--- config.mk ---
export PLATFORM = sky130hd
export DESIGN_NAME = sync_fifo_param
export DESIGN_NICKNAME = d
export VERILOG_FILES = /design/src/rtl/sync_fifo_param.sv
export SDC_FILE = /design/constraint.sdc
export NUM_CORES = 1
export LEC_CHECK = 0
export CORE_ASPECT_RATIO = 0.5
export CORE_MARGIN = 10
export CORE_UTILIZATION = 50
export CTS_CLUSTER_DIAMETER = 30
export DETAILED_ROUTE_END_ITERATION = 6
export PLACE_DENSITY_LB_ADDON = 0.3
export SYNTH_ARGS = -nofsm -noshare
export SYNTH_HDL_FRONTEND = slang
export SYNTH_SLANG_ARGS = --single-unit
--- constraint.sdc ---
create_clock -name clk -period 3.9 [get_ports clk]
set_clock_uncertainty 0.15 [all_clocks]
set_input_delay 0.975 -clock clk [delete_from_list [all_inputs] [get_ports clk]]
set_output_delay 0.975 -clock clk [all_outputs]
set_load 0.01 [all_outputs]
--- src/rtl/sync_fifo_param.sv ---
// Single-clock parametrised FIFO with occupancy count, threshold flags, error pulses,
// synchronous flush and optional first-word-fall-through read mode.
module sync_fifo_param #(
    parameter int unsigned WIDTH    = 8,
    parameter int unsigned DEPTH    = 16,
    parameter int unsigned AF_LEVEL = DEPTH - 2,
    parameter int unsigned AE_LEVEL = 2,
    parameter int unsigned FWFT     = 0
) (
    input  logic                   clk,
    input  logic                   reset_n,
    input  logic                   flush,
    input  logic                   write,
    input  logic [WIDTH-1:0]       data_in,
    input  logic                   read,
    output logic [WIDTH-1:0]       data_out,
    output logic                   full,
    output logic                   empty,
    output logic                   almost_full,
    output logic                   almost_empty,
    output logic [$clog2(DEPTH):0] count,
    output logic                   overflow,
    output logic                   underflow
);
    localparam int unsigned AW = $clog2(DEPTH);
    localparam int unsigned CW = AW + 1;

    logic [WIDTH-1:0] mem_q [DEPTH];
    logic [AW-1:0]    wr_ptr_q, wr_ptr_d;
    logic [AW-1:0]    rd_ptr_q, rd_ptr_d;
    logic [CW-1:0]    count_q, count_d;
    logic             full_q, full_d;
    logic             empty_q, empty_d;
    logic             af_q, af_d;
    logic             ae_q, ae_d;
    logic             ovf_q, ovf_d;
    logic             unf_q, unf_d;
    logic [WIDTH-1:0] dout_q, dout_d;
    logic             wr_en, rd_en;

    // Acceptance uses the registered flags, so a read at full never frees room for a same-cycle write.
    always_comb begin
        wr_en    = write & ~full_q & ~flush;
        rd_en    = read & ~empty_q & ~flush;
        wr_ptr_d = wr_ptr_q;
        rd_ptr_d = rd_ptr_q;
        count_d  = count_q;
        dout_d   = dout_q;
        ovf_d    = 1'b0;
        unf_d    = 1'b0;
        if (flush) begin
            wr_ptr_d = '0;
            rd_ptr_d = '0;
            count_d  = '0;
        end else begin
            if (wr_en) begin
                wr_ptr_d = wr_ptr_q + AW'(1);
            end
            if (rd_en) begin
                rd_ptr_d = rd_ptr_q + AW'(1);
                dout_d   = mem_q[rd_ptr_q];
            end
            if (wr_en && !rd_en) begin
                count_d = count_q + CW'(1);
            end else if (rd_en && !wr_en) begin
                count_d = count_q - CW'(1);
            end
            ovf_d = write & full_q;
            unf_d = read & empty_q;
        end
        full_d  = (count_d == CW'(DEPTH));
        empty_d = (count_d == '0);
        af_d    = (count_d >= CW'(AF_LEVEL));
        ae_d    = (count_d <= CW'(AE_LEVEL));
    end

    always_ff @(posedge clk or negedge reset_n) begin
        if (!reset_n) begin
            wr_ptr_q <= '0;
            rd_ptr_q <= '0;
            count_q  <= '0;
            full_q   <= 1'b0;
            empty_q  <= 1'b1;
            af_q     <= 1'b0;
            ae_q     <= 1'b1;
            ovf_q    <= 1'b0;
            unf_q    <= 1'b0;
            dout_q   <= '0;
        end else begin
            wr_ptr_q <= wr_ptr_d;
            rd_ptr_q <= rd_ptr_d;
            count_q  <= count_d;
            full_q   <= full_d;
            empty_q  <= empty_d;
            af_q     <= af_d;
            ae_q     <= ae_d;
            ovf_q    <= ovf_d;
            unf_q    <= unf_d;
            dout_q   <= dout_d;
        end
    end

    // Storage is deliberately left without reset.
    always_ff @(posedge clk) begin
        if (wr_en) begin
            mem_q[wr_ptr_q] <= data_in;
        end
    end

    always_comb begin
        data_out = (FWFT != 0) ? mem_q[rd_ptr_q] : dout_q;
    end

    assign full         = full_q;
    assign empty        = empty_q;
    assign almost_full  = af_q;
    assign almost_empty = ae_q;
    assign count        = count_q;
    assign overflow     = ovf_q;
    assign underflow    = unf_q;

endmodule

==> metrics <==
run status=complete, no violations; Post-Syn Area=6330 µm²; share of cells above drive strength 1=24.1%; maximum clock rate=about 370 MHz; drt total wl=12800 µm; Die ar.=17800 µm²; Final Hold Fails=0; TritonCTS buffer count=17; Synth Warn #=0; CTS clk-pin slew, worst paths=about 60 ps; Pwr per Cell Area=593 nW/µm²; DR DRC count=0; io pins=32; Starting Density=between 50% and 60%; Most used DFF post-synth=edfxtp_1; Synth cell types=43; Slew Viols, Final=0; reg2reg end=data_out[7]$_DFFE_PN0P_; Final setup viols=0; Synth area leader=edfxtp_1; CP Capture Type=register; Worst Hold Depth=2; Reg2Reg Launch Point=rd_ptr_q[0]$_DFFE_PN0P_; sequential fraction of the synthesis area=71.5%; hold path endpoint=data_out[1]$_DFFE_PN0P_; CTS sink cnt=155; Worst Path Max Fanout=12; Worst Path Arrival=~2600 ps; final worst path period share=70.2%; top post-synthesis cells by area=edfxtp_1, mux4_2, dfrtp_1; Post-Syn Instances=between 300 and 400; CP startpoint kind=primary input; CP Class=primary input to register; CTS resizes=0; row count=28; worst-skew pair later-pin latency=410 ps; first-pass GRT wire length=19500 µm; post-synthesis async set-or-reset flop share=between 10% and 20%; R2R setup slack=about 1500 ps; largest net degree at the start of global routing=36; Pre-antenna DRT Iters=5; Max clock buf depth=2; Final nets=415; setup TNS=0 ps; total gr overflow=0; total track usage=14.7%; WL/cell=22.3 µm; post-route minimum period=2740 ps; number of port buffers=31; GP Congestion=0.848; hold_buf cts=0; Root Buffer Master=clkbuf_16; TritonCTS clock tree=done; HP Class=register to register; Avg Vias per Cell=5.80; Post-synth EDFFs=128; Synth top area share=between 60% and 70%; vias=around 3300; top cells by count, synth=edfxtp_1, mux4_2, nor2_1; Starting DRT DRC Count=346; Final Util=61.8%; worst setup path start=write; H-tree depth=4; syn nets=365; DRT antenna net count=0; HP Start=data_out[1]$_DFFE_PN0P_; Max VDD drop=approximately 0.32 mV; Least-Margin Pin Slew=between 1000 and 1500 ps; max-cap violations=0; critical path required time=between 3000 and 4000 ps; worst rel slew slack=24.0%; Die H=99.6 µm; Layout area overhead=18.0%; Lkg Pwr=2.46 nW; # Post-CTS Setup Buffers=0; initial antenna violation count=0; Syn Area/Cell=18.3 µm²; R2R cell count=4; RSZ-0062 raised after global routing=false; number of synthesized register bits=155; Die X=179 µm; Antenna Cells=0; core area=12100 µm²; vias in the first global route=~3300; DP HPWL=8430 µm; top-count cell post-synth=edfxtp_1
[per-layer routing]
layer  up-vias  share of wire [%]  GRT usage [%]
li1       1453                  -              -
met1      1738                 44           19.6
met2       116                 48           22.5
met3        13                6.7           4.45
met4         0                1.1           4.89
met5         -                  0              0
[registers in the layout (all words and copies together) (netlist names)]
| register | cells |
|---|---|
| wr_ptr_q | 4 |
| empty | 1 |
| data_out | 8 |
| rd_ptr_q | 4 |
| overflow | 1 |
| almost_empty | 1 |
| underflow | 1 |
| count | 5 |
| mem_q | 128 |
| almost_full | 1 |
| full | 1 |
[critical path: stages]
cell	delay, ps
clkdlybuf4s50_1	540
and2b_2	330
nand2_1	170
nor2_1	610
[metrics by stage]
step                cell area (µm²)  total power (W)  setup slack [ps]  std cells  hold WS (ps)
floorplan                      6330          0.00249              1370        345           361
global route                   7470          0.00460              1060        572           367
detailed placement             6860          0.00278               727        541           323
global placement               6860          0.00275               810        541           327
finish                         7470          0.00443              1160        572           341
CTS                            7470          0.00447              1140        572           340
[area by class of cell]
cell class,instances,area [µm²]
well taps,165,206
inverters,5,18.8
repair buffers,49,445
multi-input cells,167,1660
fillers,838,4620
clock buffers,17,425
clock inverters,14,185
flip-flops and latches,155,4520
[layout by cell type (no fill, tap or decap), drive strengths merged, types with 5 or more instances in the layout]
master and count:
o221ai 8, nand2 23, nor2 29, nand3 7, ha 7, edfxtp 128
mux2i 16, clkbuf 17, dfrtp 25, mux4 32, buf 18, inv 12
clkdlybuf4s50 31, a21oi 5
[how the worst max path moves through the flow]
stage | end | slack, ps | depth (start not counted)
2_1_floorplan | mem_q[5][0]$_DFFE_PP_ | 1370 | 3
3_3_place_gp | mem_q[5][7]$_DFFE_PP_ | 810 | 3
3_5_place_dp | mem_q[4][6]$_DFFE_PP_ | 730 | 4
4_1_cts | mem_q[4][2]$_DFFE_PP_ | 1140 | 4
5_1_grt | mem_q[5][5]$_DFFE_PP_ | 1060 | 4
6_report | mem_q[4][0]$_DFFE_PP_ | 1160 | 4
[report_power, final]
part / switching, W / internal [W]
Combinational: 0.000371 / 0.000382
Sequential: 0.0000921 / 0.00189
Clock: 0.000671 / 0.00102
[cell families (layout without fill, tap and decap cells)]
group           Yosys count  in the layout  synth area share, %
fa+ha+maj                 7              7                 1.38
xor+xnor                  8              8                 1.11
buf+inv                  23             85                 2.25
flops                   155            155                 71.5
mux                      48             48                 13.9
compound gates           21             21                 2.61
simple gates             83             83                 7.28
(Power assumes the default switching activity.)
